==> src/rtl/array_ctrl.sv <==
// ============================================================================
// array_ctrl
// ----------------------------------------------------------------------------
// Turns the memory-controller frame stream from axi_slave into array
// commands: row activate, column read/write, and precharge, each with
// programmable timing. Read data returns to axi_slave in issue order.
// One row stays open per frame burst (sof..eof). The row closes at eof, or
// when a frame targets another row or starts a new burst.
//
// Optional feature macro: REFRESH_EN
//   Defined   : periodic refresh (REF state, interval counter, array_ref pulse)
//   Undefined : no refresh logic, array_ref tied low
//
// Ports
//   clk              : clock
//   reset            : asynchronous, active-high reset
//   mc_frame_valid   : frame valid
//   mc_frame_ready   : frame accepted when valid && ready
//   mc_frame_data    : {sof, eof, wr, row, col, data}
//   array_act        : row activate pulse
//   array_pre        : precharge pulse
//   array_ref        : refresh pulse
//   array_row_addr   : open row, held while the row is open
//   array_col_addr   : column for the current read/write strobe
//   array_wr_en      : column write strobe
//   array_rd_en      : column read strobe
//   array_wdata      : write data
//   array_rdata      : array read data, valid RD_LATENCY cycles after rd_en
//   axi_array_rvalid : read data valid to axi_slave
//   axi_array_rdata  : read data to axi_slave
// ============================================================================
module array_ctrl #(
   parameter int ARRAY_ROW_ADDR   = 14,
   parameter int ARRAY_COL_ADDR   = 6,
   parameter int ARRAY_DATA_WIDTH = 64,
   parameter int FRAME_DATA_WIDTH = 3 + ARRAY_ROW_ADDR + ARRAY_COL_ADDR + ARRAY_DATA_WIDTH,
   parameter int T_RCD            = 3,
   parameter int T_RP             = 3,
   parameter int RD_LATENCY       = 2,
   parameter int REF_INTERVAL     = 1024,
   parameter int T_RFC            = 8
) (
   input  logic                        clk,
   input  logic                        reset,
   input  logic                        mc_frame_valid,
   output logic                        mc_frame_ready,
   input  logic [FRAME_DATA_WIDTH-1:0] mc_frame_data,
   output logic                        array_act,
   output logic                        array_pre,
   output logic                        array_ref,
   output logic [ARRAY_ROW_ADDR-1:0]   array_row_addr,
   output logic [ARRAY_COL_ADDR-1:0]   array_col_addr,
   output logic                        array_wr_en,
   output logic                        array_rd_en,
   output logic [ARRAY_DATA_WIDTH-1:0] array_wdata,
   input  logic [ARRAY_DATA_WIDTH-1:0] array_rdata,
   output logic                        axi_array_rvalid,
   output logic [ARRAY_DATA_WIDTH-1:0] axi_array_rdata
);

   // Frame field positions, LSB first: data, col, row, wr, eof, sof.
   localparam int COL_LSB = ARRAY_DATA_WIDTH;
   localparam int ROW_LSB = COL_LSB + ARRAY_COL_ADDR;
   localparam int WR_BIT  = ROW_LSB + ARRAY_ROW_ADDR;
   localparam int EOF_BIT = WR_BIT + 1;
   localparam int SOF_BIT = EOF_BIT + 1;

   // One shared timing counter serves tRCD, tRP and tRFC, sized for the longest.
   localparam int CNT_MAX_A = (T_RCD > T_RP) ? T_RCD : T_RP;
   localparam int CNT_MAX   = (CNT_MAX_A > T_RFC) ? CNT_MAX_A : T_RFC;
   localparam int CNT_W     = $clog2(CNT_MAX + 1);

   // Reject parameter sets that would break the timing counters or frame slicing.
   if (T_RCD < 1 || T_RP < 1 || RD_LATENCY < 1 || REF_INTERVAL < 1 || T_RFC < 1 ||
       FRAME_DATA_WIDTH != SOF_BIT + 1) begin : g_bad_param
      $error("array_ctrl: illegal parameter combination");
   end

`ifdef REFRESH_EN
   typedef enum logic [2:0] {
      IDLE, ACT, RCD, ACCESS, LAST, PRE, RP, REF
   } state_t;
`else
   typedef enum logic [2:0] {
      IDLE, ACT, RCD, ACCESS, LAST, PRE, RP
   } state_t;
`endif

   state_t                       state;
   logic [CNT_W-1:0]             cnt;
   logic [ARRAY_ROW_ADDR-1:0]    open_row;
   logic                         first_frame;
   logic                         ref_pending;
   logic [RD_LATENCY-1:0]        rd_pipe;

   logic                         f_sof;
   logic                         f_eof;
   logic                         f_wr;
   logic [ARRAY_ROW_ADDR-1:0]    f_row;
   logic [ARRAY_COL_ADDR-1:0]    f_col;
   logic [ARRAY_DATA_WIDTH-1:0]  f_data;
   logic                         frame_fits;

   assign f_sof  = mc_frame_data[SOF_BIT];
   assign f_eof  = mc_frame_data[EOF_BIT];
   assign f_wr   = mc_frame_data[WR_BIT];
   assign f_row  = mc_frame_data[ROW_LSB +: ARRAY_ROW_ADDR];
   assign f_col  = mc_frame_data[COL_LSB +: ARRAY_COL_ADDR];
   assign f_data = mc_frame_data[ARRAY_DATA_WIDTH-1:0];

   // A frame belongs to the open burst when it targets the open row and does
   // not start a new burst (sof is only tolerated on the first frame after ACT).
   assign frame_fits     = (f_row == open_row) && (!f_sof || first_frame);
   assign mc_frame_ready = (state == ACCESS) && mc_frame_valid && frame_fits;

   // Main sequencer. Command pulses are registered, so each pulse appears the
   // cycle after the state that requests it. A frame that does not fit the
   // open burst closes the row and stays pending on the input; IDLE then
   // reopens its row.
   always_ff @(posedge clk or posedge reset) begin
      if (reset) begin
         state          <= IDLE;
         cnt            <= '0;
         open_row       <= '0;
         first_frame    <= 1'b0;
         array_act      <= 1'b0;
         array_pre      <= 1'b0;
         array_row_addr <= '0;
`ifdef REFRESH_EN
         array_ref      <= 1'b0;
`endif
      end else begin
         array_act <= 1'b0;
         array_pre <= 1'b0;
`ifdef REFRESH_EN
         array_ref <= 1'b0;
`endif
         case (state)
            IDLE: begin
               if (ref_pending) begin
`ifdef REFRESH_EN
                  array_ref <= 1'b1;
                  cnt       <= CNT_W'(T_RFC - 1);
                  state     <= REF;
`endif
               end else if (mc_frame_valid) begin
                  open_row <= f_row;
                  state    <= ACT;
               end
            end
            ACT: begin
               array_act      <= 1'b1;
               array_row_addr <= open_row;
               first_frame    <= 1'b1;
               cnt            <= CNT_W'(T_RCD - 1);
               state          <= RCD;
            end
            RCD: begin
               if (cnt == '0) begin
                  state <= ACCESS;
               end else begin
                  cnt <= cnt - CNT_W'(1);
               end
            end
            ACCESS: begin
               if (mc_frame_ready) begin
                  first_frame <= 1'b0;
                  if (f_eof) begin
                     state <= LAST;
                  end
               end else if (mc_frame_valid) begin
                  state <= LAST;
               end
            end
            LAST: begin
               state <= PRE;
            end
            PRE: begin
               array_pre <= 1'b1;
               cnt       <= CNT_W'(T_RP - 1);
               state     <= RP;
            end
            RP: begin
               if (cnt == '0) begin
                  state <= IDLE;
               end else begin
                  cnt <= cnt - CNT_W'(1);
               end
            end
`ifdef REFRESH_EN
            REF: begin
               if (cnt == '0) begin
                  state <= IDLE;
               end else begin
                  cnt <= cnt - CNT_W'(1);
               end
            end
`endif
            default: begin
               state <= IDLE;
            end
         endcase
      end
   end

   // Column command register: every accepted frame becomes exactly one read
   // or write strobe on the following cycle, so both strobes can never be
   // high together.
   always_ff @(posedge clk or posedge reset) begin
      if (reset) begin
         array_wr_en    <= 1'b0;
         array_rd_en    <= 1'b0;
         array_col_addr <= '0;
         array_wdata    <= '0;
      end else begin
         array_wr_en <= mc_frame_ready && f_wr;
         array_rd_en <= mc_frame_ready && !f_wr;
         if (mc_frame_ready) begin
            array_col_addr <= f_col;
            if (f_wr) begin
               array_wdata <= f_data;
            end
         end
      end
   end

   // Read return: a shift register follows each read strobe for RD_LATENCY
   // cycles; at its tap the array data is valid and gets captured. This path
   // runs independently of the sequencer, so in-flight reads survive the
   // precharge and idle states.
   always_ff @(posedge clk or posedge reset) begin
      if (reset) begin
         rd_pipe          <= '0;
         axi_array_rvalid <= 1'b0;
         axi_array_rdata  <= '0;
      end else begin
         rd_pipe[0] <= array_rd_en;
         for (int i = 1; i < RD_LATENCY; i++) begin
            rd_pipe[i] <= rd_pipe[i-1];
         end
         axi_array_rvalid <= rd_pipe[RD_LATENCY-1];
         if (rd_pipe[RD_LATENCY-1]) begin
            axi_array_rdata <= array_rdata;
         end
      end
   end

`ifdef REFRESH_EN
   localparam int REF_W = $clog2(REF_INTERVAL + 1);

   logic [REF_W-1:0] ref_cnt;

   // Refresh interval timer. Expiry raises one pending request; a request
   // that is already pending absorbs further expiries. The request clears
   // when the REF state finishes its busy period.
   always_ff @(posedge clk or posedge reset) begin
      if (reset) begin
         ref_cnt     <= '0;
         ref_pending <= 1'b0;
      end else begin
         if (ref_cnt == '0) begin
            ref_cnt     <= REF_W'(REF_INTERVAL - 1);
            ref_pending <= 1'b1;
         end else begin
            ref_cnt <= ref_cnt - REF_W'(1);
         end
         if (state == REF && cnt == '0) begin
            ref_pending <= 1'b0;
         end
      end
   end
`else
   assign ref_pending = 1'b0;
   assign array_ref   = 1'b0;
`endif

endmodule

==> config.mk <==
export PLATFORM = sky130hd
export DESIGN_NAME = array_ctrl
export DESIGN_NICKNAME = d
export VERILOG_FILES = /design/src/rtl/array_ctrl.sv
export SDC_FILE = /design/constraint.sdc
export NUM_CORES = 1
export LEC_CHECK = 0
export CELL_PAD_IN_SITES_DETAIL_PLACEMENT = 0
export CELL_PAD_IN_SITES_GLOBAL_PLACEMENT = 2
export CORE_UTILIZATION = 30
export CTS_CLUSTER_SIZE = 8
export DETAILED_ROUTE_END_ITERATION = 16
export PLACE_DENSITY = 0.91
export SYNTH_ARGS = -nofsm -noshare
export SYNTH_HDL_FRONTEND = slang
export SYNTH_SLANG_ARGS = --single-unit
==> constraint.sdc <==
create_clock -name clk -period 11.8 [get_ports clk]
set_input_delay 2.36 -clock clk [delete_from_list [all_inputs] [get_ports clk]]
set_output_delay 2.36 -clock clk [all_outputs]
set_load 0.05 [all_outputs]
Yosys cells after proc, flatten, opt, wreduce, memory -nomap -nowiden
Index checks and enable logic that the tools add are counted.
{ "word_totals": {"reg_bits": 177, "in_bits": 154, "output_inout_bits": 155, "word_cells": 61} }
{ "classes": {"add_sub_neg": 1, "eq_ne": 14, "n_mux": 13, "reduce_logical": 19} }
{ "ops": {"columns": ["cell", "n"], "rows": [
  ["case mux 3 bit (7 select lines)", 1],
  ["2-to-1 mux 3 bit", 6],
  ["== test 14 bit", 1],
  ["!= test 2 bit (second input constant)", 5],
  ["== test 3 bit (second input constant)", 3],
  ["case mux 4 bit (2 select lines)", 1],
  ["AND reduction 2 bit", 4],
  ["== test 3 x 2 -> 1 bit (second input constant)", 2],
  ["!= test 3 bit (second input constant)", 2],
  ["logical AND 1 bit", 5],
  ["AND reduction 5 bit", 1],
  ["zero test 4 bit", 1],
  ["2-to-1 mux 4 bit", 1],
  ["nonzero test 2 bit", 2],
  ["OR reduction 2 bit", 2],
  ["subtractor 4 x 1 -> 4 bit (second input constant)", 1],
  ["== test 3 x 1 -> 1 bit (second input constant)", 1],
  ["zero test 3 bit", 1],
  ["2-to-1 mux 1 bit", 3],
  ["zero test 1 bit", 2],
  ["case mux 1 bit (2 select lines)", 1],
  ["logical OR 1 bit", 1]
]} }

Longest topological paths before layout
Gate-level depths: netlist of run 1.
{ "logic_depth": {"depth_word": 6, "ltp_mapped": 7, "depth_no_buf": 6} }

Worst setup path after synthesis of run 1
No wires, ideal clock.
{ "synth_timing": {"path_kind": "input to output", "start": "in mc_frame_data[81]", "end": "out mc_frame_ready", "arrival_time_ns": 3.447, "t_required_ns": 9.440, "path_slack_ns": 5.993, "path_stages": 4, "n_path_buf": 0, "cell_sequence": "xor2_1 -> nor4_1 -> nand4_2 -> clkinv_1"} }
{ "synth_between": {"elab_chain_cells": 3} }
{ "synth_rtl": {"columns": ["item", "line", "source"], "rows": [
  ["start, declared", "47", "input logic [FRAME_DATA_WIDTH-1:0] mc_frame_data,"],
  ["== test 14 bit", "113", "assign frame_fits = (f_row == open_row) && (!f_sof || first_frame);"],
  ["logical AND 1 bit", "113", null],
  ["logical AND 1 bit", "114", "assign mc_frame_ready = (state == ACCESS) && mc_frame_valid && frame_fits;"],
  ["end, declared", "46", "output logic mc_frame_ready,"]
]} }
No other way between the ends.

Worst setup path in the final report of run 1
Ends and elaborated chain as after synthesis.

==> results of run 1 <==
-- worst max-delay path, delay by kind of cell --
| family | cells | cell delay (ps) |
|---|---|---|
| simple gates | 2 | 860 |
| xor+xnor | 1 | 150 |
| buf+inv | 3 | 1550 |
-- per-layer routing --
metal	vias up	wire, µm	part of all wire, %	track usage, %
met3	20	1607	9.1	5.250
met4	0	312	1.8	5.882
met1	2276	7620	43	18.77
met5	-	0	0	0
li1	2160	-	-	-
met2	192	8201	46	22.87
-- registers in the layout, summed over array words and instances, names as in the netlist, 2 cells and up --
register         cells
cnt                  4
array_col_addr       6
array_wdata         64
array_row_addr      14
open_row            14
axi_array_rdata     64
state                3
rd_pipe              2
-- layout make-up --
class,count,area share (%)
flip-flops and latches,177,40.08
well taps,313,3.543
repair buffers,312,28.14
clock buffers,17,3.849
clock inverters,14,1.302
inverters,7,0.2830
multi-input cells,237,22.80
-- cell usage in the layout, fill, tap and decap left out, types with 2 or more instances in the layout --
cell type | netlist | layout
clkdlybuf4s50_1 | 0 | 307
dfrtp_1 | 177 | 176
mux2_2 | 98 | 98
mux2_4 | 60 | 60
nand2_1 | 23 | 23
clkbuf_16 | 0 | 17
xor2_1 | 14 | 14
nor2_1 | 8 | 8
nor4_1 | 6 | 6
inv_1 | 6 | 5
buf_4 | 2 | 5
inv_6 | 0 | 4
inv_8 | 0 | 4
o21ai_0 | 3 | 3
a21oi_1 | 3 | 3
clkinvlp_4 | 0 | 3
nand2b_1 | 2 | 2
nand3_1 | 2 | 2
clkinv_4 | 0 | 2
clkinv_8 | 0 | 2
-- worst max-delay path by stage --
stage,to,start,slack [ps],depth (start not counted)
floorplan,array_act,reset,4640,1
global placement,mc_frame_ready,mc_frame_data[81],4520,6
detailed placement,mc_frame_ready,mc_frame_data[81],4520,6
CTS,mc_frame_ready,mc_frame_data[81],4510,6
global route,mc_frame_ready,mc_frame_data[81],4400,6
finish,mc_frame_ready,mc_frame_data[81],4510,6
-- power by group through the flow --
| stage | registers (mW) | clock network (mW) | logic, mW |
|---|---|---|---|
| after floorplan | 0.813 | 0 | 0.171 |
| after global placement | 0.736 | 0 | 0.402 |
| after detailed placement | 0.736 | 0 | 0.403 |
| after CTS | 0.724 | 0.570 | 0.407 |
| after global routing | 0.733 | 0.596 | 0.434 |
| final | 0.724 | 0.551 | 0.402 |
-- cells by family after synthesis --
logic type      count (synthesis)  synth area share [%]
flops                         177                 62.36
mux                           159                 28.36
simple gates                   50                 3.717
buf+inv                        26                 2.166
xor+xnor                       14                 1.726
compound gates                 12                 1.444
fa+ha+maj                       1                0.1761
other cells                     1               0.05279
-- stage by stage --
step	setup slack [ps]	instance area, µm²	std cells
4_1_cts	4514	11050	1077
2_1_floorplan	4638	7103	440
5_1_grt	4397	11050	1077
3_3_place_gp	4515	10480	1046
6_report	4515	11050	1077
3_5_place_dp	4520	10480	1046
==> qor.txt, run 1 <==
Yosys cell types: 35
Period utilization: 61.74%
Status: completed
TritonCTS clock tree: built
Core area: 0.02292 mm²
HPWL Detailed: 12.96 mm
Maxcap violations: 0
Min-delay src: rd_pipe[0]
Leading area contributor after synthesis: dfrtp_1
R2R setup slack: 9170 ps
Tmin final: 7285 ps
CTS H-Tree Depth: 4
First-pass GRT wire length: 27.37 mm
Vias in the first global route: 4811
DIE AREA: 0.02430 mm²
Sequential area share after synthesis: 62.36%
Crit Path Category: primary input to output port
Asr flop ratio synth: 100.0%
Initial Util: 31.00%
Top_reg_cell synth: dfrtp_1
Drt wl/cell: 16.47 µm
Slew headroom: 38.05%
RSZ-0062 raised after global routing: no
Share of the synthesized area in the top cell type: 62.36%
Setup_tns: 0 ps
Largest net degree at the start of global routing: 72
Register Area: 0.004431 mm²
FF-to-FF Start: open_row[11]
WHS Endpoint: rd_pipe[1]
CP Launch Type: primary input
Fmax: 0.1373 GHz
Syn Nets: 595
Hold depth: 0
Iteration-0 DRC Markers: 224
Final ANT Viol Nets: 0
Clk network pwr share: 32.9%
Clock Skews: 12.92 ps
Post-synth top cells: 177 x dfrtp_1, 98 x mux2_2, 60 x mux2_4
Slew Limit Fails: 0
Internal: 1.138 mW
DRT Wirelength: 17.74 mm
Net Sw Frac: 32.11%
Synth Instances: 440
Core Util, Final: 48.23%
Worst-Skew Late Latency: 430 ps
Avg Cell Area, Syn: 16.14 µm²
Hold violation count in the final report: 0
Die W: 155.9 µm
Ys Warns: 0
CTS Buffer Depth: 2
Hold Slack: 351.7 ps
DR pass1 iterations: 4
P per Cell Area: 151.7 mW/mm²
CP endpoint kind: output port
Reg-to-Reg End: array_wdata[38]
NumNets Final: 907
Top cells by area, synth: dfrtp_1 62%, mux2_2 16%, mux2_4 13%
Die height: 155.9 µm
Vias post-DR: 4648
Slowest cell on crit path: clkdlybuf4s50_1
Io pins: 309
Post-synth EDFFs: 0
Gr usage total: 14.78%
CP Data Arrival Time: 4930 ps
FP Rows: 55
Count of state elements after synthesis: 177
Count leader, synth: dfrtp_1
Required @ worst endpoint: 9440 ps
Switching pwr: 0.5382 mW
CTS Hold Bufs: 0
Lkg Pwr: 5.152 nW
Setup violators final: 0
Worst-path clk slew: 70 ps
Peak VDD IR: 0.1223 mV
Total power: 1.676 mW
Multi-input gate area: 0.002520 mm²
Post CTS Setup Buffer Count: 0
Mapped cell area: 0.007103 mm²
Root buf cell: clkbuf_16
P&R area growth vs syn: 55.61%
Gr ovfl total: 0
Drt drc: 0
Clk sinks: 177
Vias per cell: 4.316
Antenna Diode Count: 0
Layout cell share with drive strength beyond 1: 26.57%
Combinational share of power: 24.0%
Path depth of the worst reg2reg path: 6
Sequential share of power: 43.2%
Num CTS Buffers: 17
Placer congestion estimate: 0.7610
# port buffers: 307
Fillers: 2061
CP most frequent cell: clkdlybuf4s50_1
Initial antenna violation count: 0
Worst path max stage delay: 840 ps
Hold Crit Class: flip-flop to flip-flop
CP Max Fanout: 9
Least-Margin Pin Slew: 929.2 ps
Critical path cell sequence: clkdlybuf4s50_1 > xor2_1 > nor4_1 > nand4_2 > clkinv_1 > clkdlybuf4s50_1
Resized cells post-CTS: 0
No activity file was read; power rests on OpenSTA's default activity.
==> run 2: changes to the inputs <==
--- a/config.mk
+++ b/config.mk
@@ -7,10 +7,10 @@
 export LEC_CHECK = 0
 export CELL_PAD_IN_SITES_DETAIL_PLACEMENT = 0
 export CELL_PAD_IN_SITES_GLOBAL_PLACEMENT = 2
-export CORE_UTILIZATION = 30
+export CORE_UTILIZATION = 28
 export CTS_CLUSTER_SIZE = 8
 export DETAILED_ROUTE_END_ITERATION = 16
-export PLACE_DENSITY = 0.91
+export PLACE_DENSITY = 0.86
 export SYNTH_ARGS = -nofsm -noshare
 export SYNTH_HDL_FRONTEND = slang
 export SYNTH_SLANG_ARGS = --single-unit
==> constraint.sdc (replaced) <==
create_clock -name clk -period 7.5 [get_ports clk]
set_input_delay 1.5 -clock clk [delete_from_list [all_inputs] [get_ports clk]]
set_output_delay 1.5 -clock clk [all_outputs]
set_load 0.05 [all_outputs]
==> run 2 against run 1 <==
Via count barely moved. Clock power rose by 51%. First-iteration DRC count fell by 38%. Flip-flop and latch count did not move. Highest routed layer unchanged. Largest power group unchanged. Design area fell by 0.17%. Sequential share of layout area rose by 0.068 points.
==> qor.txt, run 2 (same netlist as run 1, synthesis figures left out) <==
Crit Path Category: primary input to output port
Num CTS Buffers: 17 (unchanged)
Resized cells post-CTS: 0 (unchanged)
Setup violators final: 0 (unchanged)
Placed Area: 0.01050 mm² (+0.13%)
Hold Crit Class: flip-flop to flip-flop
Gr ovfl total: 0 (unchanged)
Vias post-DR: 4651 (+0.065%)
CP Launch Type: primary input
Core area: 0.02460 mm² (+7.4%)
Register Area: 0.004431 mm² (unchanged)
Drt wl/cell: 15.92 µm (-3.4%)
CP Max Fanout: 9 (unchanged)
Layout cell share with drive strength beyond 1: 26.27% (-0.30 points)
Iteration-0 DRC Markers: 140 (-38%)
HPWL Detailed: 12.46 mm (-3.8%)
DIE AREA: 0.02601 mm² (+7.1%)
Fmax: 0.1789 GHz
Worst Slack Setup Final: 1910 ps (-2605 ps)
Dpl ws: 1871 ps (-2649 ps)
Placer congestion estimate: 0.7123 (-6.4%)
Peak VDD IR: 0.2170 mV (+77%)
Lkg Pwr: 5.136 nW (-0.31%)
Final ANT Viol Nets: 0 (unchanged)
Slew headroom: 32.64% (-5.4 points)
Hold depth: 0 (unchanged)
Clock Skews: 14.18 ps (+1.258 ps)
Critical path cell sequence: clkdlybuf4s50_1 > xor2_1 > nor4_1 > nand4_2 > clkinv_1 > clkdlybuf4s50_1
Reg-to-Reg End: array_wdata[39]
Largest net degree at the start of global routing: 69 (-4.2%)
Initial antenna violation count: 0 (unchanged)
R2R setup slack: 4870 ps (-4300 ps)
Io pins: 309 (unchanged)
CP Data Arrival Time: 4090 ps (-840 ps)
TritonCTS clock tree: built
Final instance area: 0.01103 mm² (-0.17%)
CTS Hold Bufs: 0 (unchanged)
Worst path max stage delay: 870 ps (+30 ps)
Initial Util: 28.87% (-2.1 points)
Period utilization: 74.54%
P per Cell Area: 234.7 mW/mm² (+55%)
Worst-path clk slew: 70 ps (about the same)
Least-Margin Pin Slew: 1010 ps (+81.25 ps)
FF-to-FF Start: open_row[11]
Drt drc: 0 (unchanged)
Slew Limit Fails: 0 (unchanged)
Vias per cell: 4.271 (-1.0%)
CTS H-Tree Depth: 4 (unchanged)
Worst Setup SP: mc_frame_data[81]
Setup_tns: 0 ps (unchanged)
Required @ worst endpoint: 6000 ps (-3440 ps)
P&R area growth vs syn: 55.35%
Hold violation count in the final report: 0 (unchanged)
Antenna Diode Count: 0 (unchanged)
Post CTS Setup Buffer Count: 0 (unchanged)
Multi-input gate area: 0.002520 mm² (unchanged)
DR pass1 iterations: 4 (unchanged)
Die W: 161.3 µm (+3.5%)
CP most frequent cell: clkdlybuf4s50_1
Fillers: 2264 (+9.8%)
FP Rows: 57 (+3.6%)
Vias in the first global route: 4845 (+0.71%)
NumNets Final: 907 (unchanged)
DRT Wirelength: 17.34 mm (-2.3%)
Worst-Skew Late Latency: 420 ps (about the same)
RSZ-0062 raised after global routing: no
Most frequent cells in the layout: 307 x clkdlybuf4s50_1, 176 x dfrtp_1, 98 x mux2_2
First-pass GRT wire length: 27.05 mm (-1.2%)
Tmin final: 5590 ps
Total power: 2.590 mW (+54%)
# port buffers: 307 (unchanged)
CTS Buffer Depth: 2 (unchanged)
Regs by FF count: array_wdata (64), axi_array_rdata (64)
Clk sinks: 177 (unchanged)
Core Util, Final: 44.85% (-3.4 points)
CP endpoint: mc_frame_ready
Status: completed
CP endpoint kind: output port
Slowest cell on crit path: clkdlybuf4s50_1
Gr usage total: 13.50% (-1.3 points)
Root buf cell: clkbuf_16
Path depth of the worst reg2reg path: 6 (unchanged)
Die height: 161.3 µm (+3.5%)
Most common cell after layout, fill and taps aside: clkdlybuf4s50_1
Maxcap violations: 0 (unchanged)
run 2: cell types whose count changed in the layout (fill, tap and decap cells not counted):
cell | before | now
clkbuf_1 | 0 | 3
inv_8 | 4 | 1
clkinv_8 | 2 | 0
clkinv_2 | 0 | 1
clkinv_4 | 2 | 3
inv_6 | 4 | 5
run 2: layout make-up:
class,instances,area share (%)
clock buffers,20,3.957
repair buffers,312,28.19
flip-flops and latches,177,40.15
clock inverters,12,0.9071
multi-input cells,237,22.84
well taps,324,3.674
inverters,7,0.2835
run 2: worst min-delay path by stage:
stage / end / slack (ps) / startpoint
after floorplan: rd_pipe[1] / 330 / rd_pipe[0]
after global placement: rd_pipe[1] / 330 / rd_pipe[0]
after detailed placement: rd_pipe[1] / 330 / rd_pipe[0]
after CTS: rd_pipe[1] / 350 / rd_pipe[0]
after global routing: rd_pipe[1] / 360 / rd_pipe[0]
final: rd_pipe[1] / 350 / rd_pipe[0]
run 2: worst max-delay path: cells and delay by family:
family | cells | cell delay (ps)
and+or+nand+nor | 2 | 870
buffers and inverters | 3 | 1560
xor gates and xnor gates | 1 | 150
run 2: where the power goes:
group          switching, mW  internal [mW]
Clock                  0.398          0.432
Combinational          0.328          0.296
Sequential            0.0816           1.05
Total                  0.808           1.78
run 2: routing by layer:
metal	track usage, %	share of wire (%)	wire length [µm]	vias up
li1	-	-	-	2167
met1	16.57	42	7320	2258
met2	21.28	46	8029	211
met3	6.009	10	1735	15
met4	4.031	1.4	251	0
met5	0	0	0	-
run 2: metrics by stage:
step | cells | hold WS [ps]
6_report | 1089 | 348.5
3_5_place_dp | 1057 | 334.6
2_1_floorplan | 440 | 331.2
5_1_grt | 1089 | 359.0
4_1_cts | 1089 | 350.1
3_3_place_gp | 1057 | 332.4
==> run 3: changes to the inputs <==
--- a/config.mk
+++ b/config.mk
@@ -7,10 +7,10 @@
 export LEC_CHECK = 0
 export CELL_PAD_IN_SITES_DETAIL_PLACEMENT = 0
 export CELL_PAD_IN_SITES_GLOBAL_PLACEMENT = 2
-export CORE_UTILIZATION = 28
+export CORE_UTILIZATION = 25
 export CTS_CLUSTER_SIZE = 8
 export DETAILED_ROUTE_END_ITERATION = 16
-export PLACE_DENSITY = 0.86
+export PLACE_DENSITY = 0.82
 export SYNTH_ARGS = -nofsm -noshare
 export SYNTH_HDL_FRONTEND = slang
 export SYNTH_SLANG_ARGS = --single-unit
==> constraint.sdc (replaced) <==
create_clock -name clk -period 5 [get_ports clk]
set_input_delay 1 -clock clk [delete_from_list [all_inputs] [get_ports clk]]
set_output_delay 1 -clock clk [all_outputs]
set_load 0.05 [all_outputs]
==> run 3 against run 2 <==
Sequential power is 50% higher. Clock skew fell by 2.0 ps. Count of clock-buffer cells in the layout shrank 1. Non-clock buffer count rose by 3. Critical endpoint unchanged. Largest power group unchanged.
==> qor.txt, run 3 (same netlist as run 1, synthesis figures left out) <==
Clock Skews: 12.20 ps (-1.979 ps)
Drt wl/cell: 16.13 µm (+1.3%)
Tmin final: 3890 ps
Reg-to-Reg End: array_wdata[32]
Least-Margin Pin Slew: 856.2 ps (-154.2 ps)
Most frequent cells in the layout: 306 x clkdlybuf4s50_1, 176 x dfrtp_1, 98 x mux2_2
Die W: 170.6 µm (+5.8%)
Worst path max stage delay: 530 ps (-340 ps)
Resized cells post-CTS: 0 (unchanged)
Required @ worst endpoint: 4000 ps (-2000 ps)
Antenna Diode Count: 0 (unchanged)
NumNets Final: 910 (+0.33%)
Hold Crit Class: flip-flop to flip-flop
Num CTS Buffers: 17 (unchanged)
First-pass GRT wire length: 27.51 mm (+1.7%)
CP most frequent cell: buf_4
Fillers: 2643 (+17%)
CTS Hold Bufs: 0 (unchanged)
Total power: 4.059 mW (+57%)
Initial Util: 25.50% (-3.4 points)
P per Cell Area: 362.1 mW/mm² (+54%)
Core area: 0.02786 mm² (+13%)
Vias per cell: 4.087 (-4.3%)
Clk network pwr share: 34.9% (+2.8 points)
DRT Wirelength: 18.49 mm (+6.6%)
Crit path buf inv count: 4 (+1)
Gr usage total: 12.58% (-0.91 points)
Largest net degree at the start of global routing: 81 (+17%)
Sequential share of power: 42.0% (-1.8 points)
CP Max Fanout: 9 (unchanged)
Switching pwr: 1.250 mW (+55%)
Lkg Pwr: 5.199 nW (+1.2%)
TritonCTS clock tree: built
WHS Endpoint: rd_pipe[1]
CTS H-Tree Depth: 4 (unchanged)
Initial antenna violation count: 0 (unchanged)
Root buf cell: clkbuf_16
Setup_tns: 0 ps (unchanged)
Min-delay src: rd_pipe[0]
Vias post-DR: 4684 (+0.71%)
CP Data Arrival Time: 2890 ps (-1200 ps)
Placer congestion estimate: 0.7130 (about the same)
Crit Path Category: primary input to output port
Iteration-0 DRC Markers: 162 (+16%)
Hold depth: 0 (unchanged)
Most common cell after layout, fill and taps aside: clkdlybuf4s50_1
Regs by FF count: array_wdata (64), axi_array_rdata (64)
P&R area growth vs syn: 57.85%
Drt drc: 0 (unchanged)
Peak VDD IR: 0.3273 mV (+51%)
Combinational share of power: 23.1% (-1.0 points)
Path depth of the worst reg2reg path: 6 (unchanged)
Vias in the first global route: 4734 (-2.3%)
Status: completed
Hold Slack: 357.8 ps (+9.323 ps)
Fmax: 0.2571 GHz
Worst-path clk slew: 80 ps (about the same)
Net Sw Frac: 30.78% (-0.42 points)
Slew headroom: 42.92% (+10 points)
# port buffers: 307 (unchanged)
Critical path cell sequence: clkdlybuf4s50_1 > xor2_1 > nor4_1 > nand4_2 > buf_4 > clkinv_1 > buf_4
Final ANT Viol Nets: 0 (unchanged)
Clk sinks: 177 (unchanged)
FP Rows: 61 (+7.0%)
DR pass1 iterations: 4 (unchanged)
Maxcap violations: 0 (unchanged)
Internal: 2.810 mW (+58%)
CP Launch Type: primary input
Setup violators final: 0 (unchanged)
CTS Buffer Depth: 2 (unchanged)
Post CTS Setup Buffer Count: 0 (unchanged)
R2R setup slack: 2330 ps (-2540 ps)
CP endpoint kind: output port
Io pins: 309 (unchanged)
RSZ-0062 raised after global routing: no
Gr ovfl total: 0 (unchanged)
Worst-Skew Late Latency: 430 ps (about the same)
Layout cell share with drive strength beyond 1: 27.08% (+0.81 points)
Die height: 170.6 µm (+5.8%)
FF-to-FF Start: open_row[11]
Slew Limit Fails: 0 (unchanged)
Core Util, Final: 40.25% (-4.6 points)
Hold violation count in the final report: 0 (unchanged)
HPWL Detailed: 13.40 mm (+7.6%)
Largest delay contributor family on the critical path: buffers and inverters
Slowest cell on crit path: nor4_1
DIE AREA: 0.02909 mm² (+12%)
Period utilization: 77.80%
-- run 3: cell count changes in the layout (fill, tap and decap cells not counted) --
cell	before	now
clkbuf_8	0	2
inv_8	1	3
buf_4	5	8
clkinv_4	3	2
bufinv_16	0	2
clkinv_2	1	0
buf_12	0	1
clkinvlp_4	3	2
clkbuf_1	3	0
clkdlybuf4s50_1	307	306
-- run 3: routing by layer --
metal / vias up / share of wire [%] / global-route usage (%)
li1: 2166 / - / -
met1: 2301 / 43 / 15.79
met2: 200 / 46 / 19.33
met3: 17 / 10 / 4.858
met4: 0 / 1.7 / 5.053
met5: - / 0 / 0
-- run 3: power groups by stage --
stage	logic (mW)	registers, mW	clock network, mW
final	0.938	1.70	1.42
after global routing	1.01	1.73	1.54
after global placement	0.942	1.73	0
after CTS	0.952	1.71	1.48
after detailed placement	0.947	1.73	0
after floorplan	0.403	1.92	0
-- run 3: stage by stage --
step / setup WS (ps) / std cells / area [µm²]
2_1_floorplan: 1733 / 440 / 7107
3_3_place_gp: 1082 / 1114 / 10600
3_5_place_dp: 1077 / 1114 / 10600
4_1_cts: 1075 / 1146 / 11210
5_1_grt: 947.3 / 1146 / 11210
6_report: 1110 / 1146 / 11210
-- run 3: cell type report --
type | count | area (µm²) | area share (%)
repair buffers | 315 | 3143 | 28.03
clock inverters | 13 | 162.7 | 1.451
flip-flops and latches | 177 | 4431 | 39.52
multi-input cells | 237 | 2520 | 22.48
well taps | 378 | 473.0 | 4.218
clock buffers | 19 | 452.9 | 4.040
inverters | 7 | 30.03 | 0.2678
-- run 3: worst max path at each step --
stage	from	end	cells after the start	slack, ps
global route	mc_frame_data[81]	mc_frame_ready	7	950
CTS	mc_frame_data[81]	mc_frame_ready	7	1070
global placement	mc_frame_data[81]	mc_frame_ready	7	1080
floorplan	reset	array_act	1	1730
finish	mc_frame_data[81]	mc_frame_ready	7	1110
detailed placement	mc_frame_data[81]	mc_frame_ready	7	1080
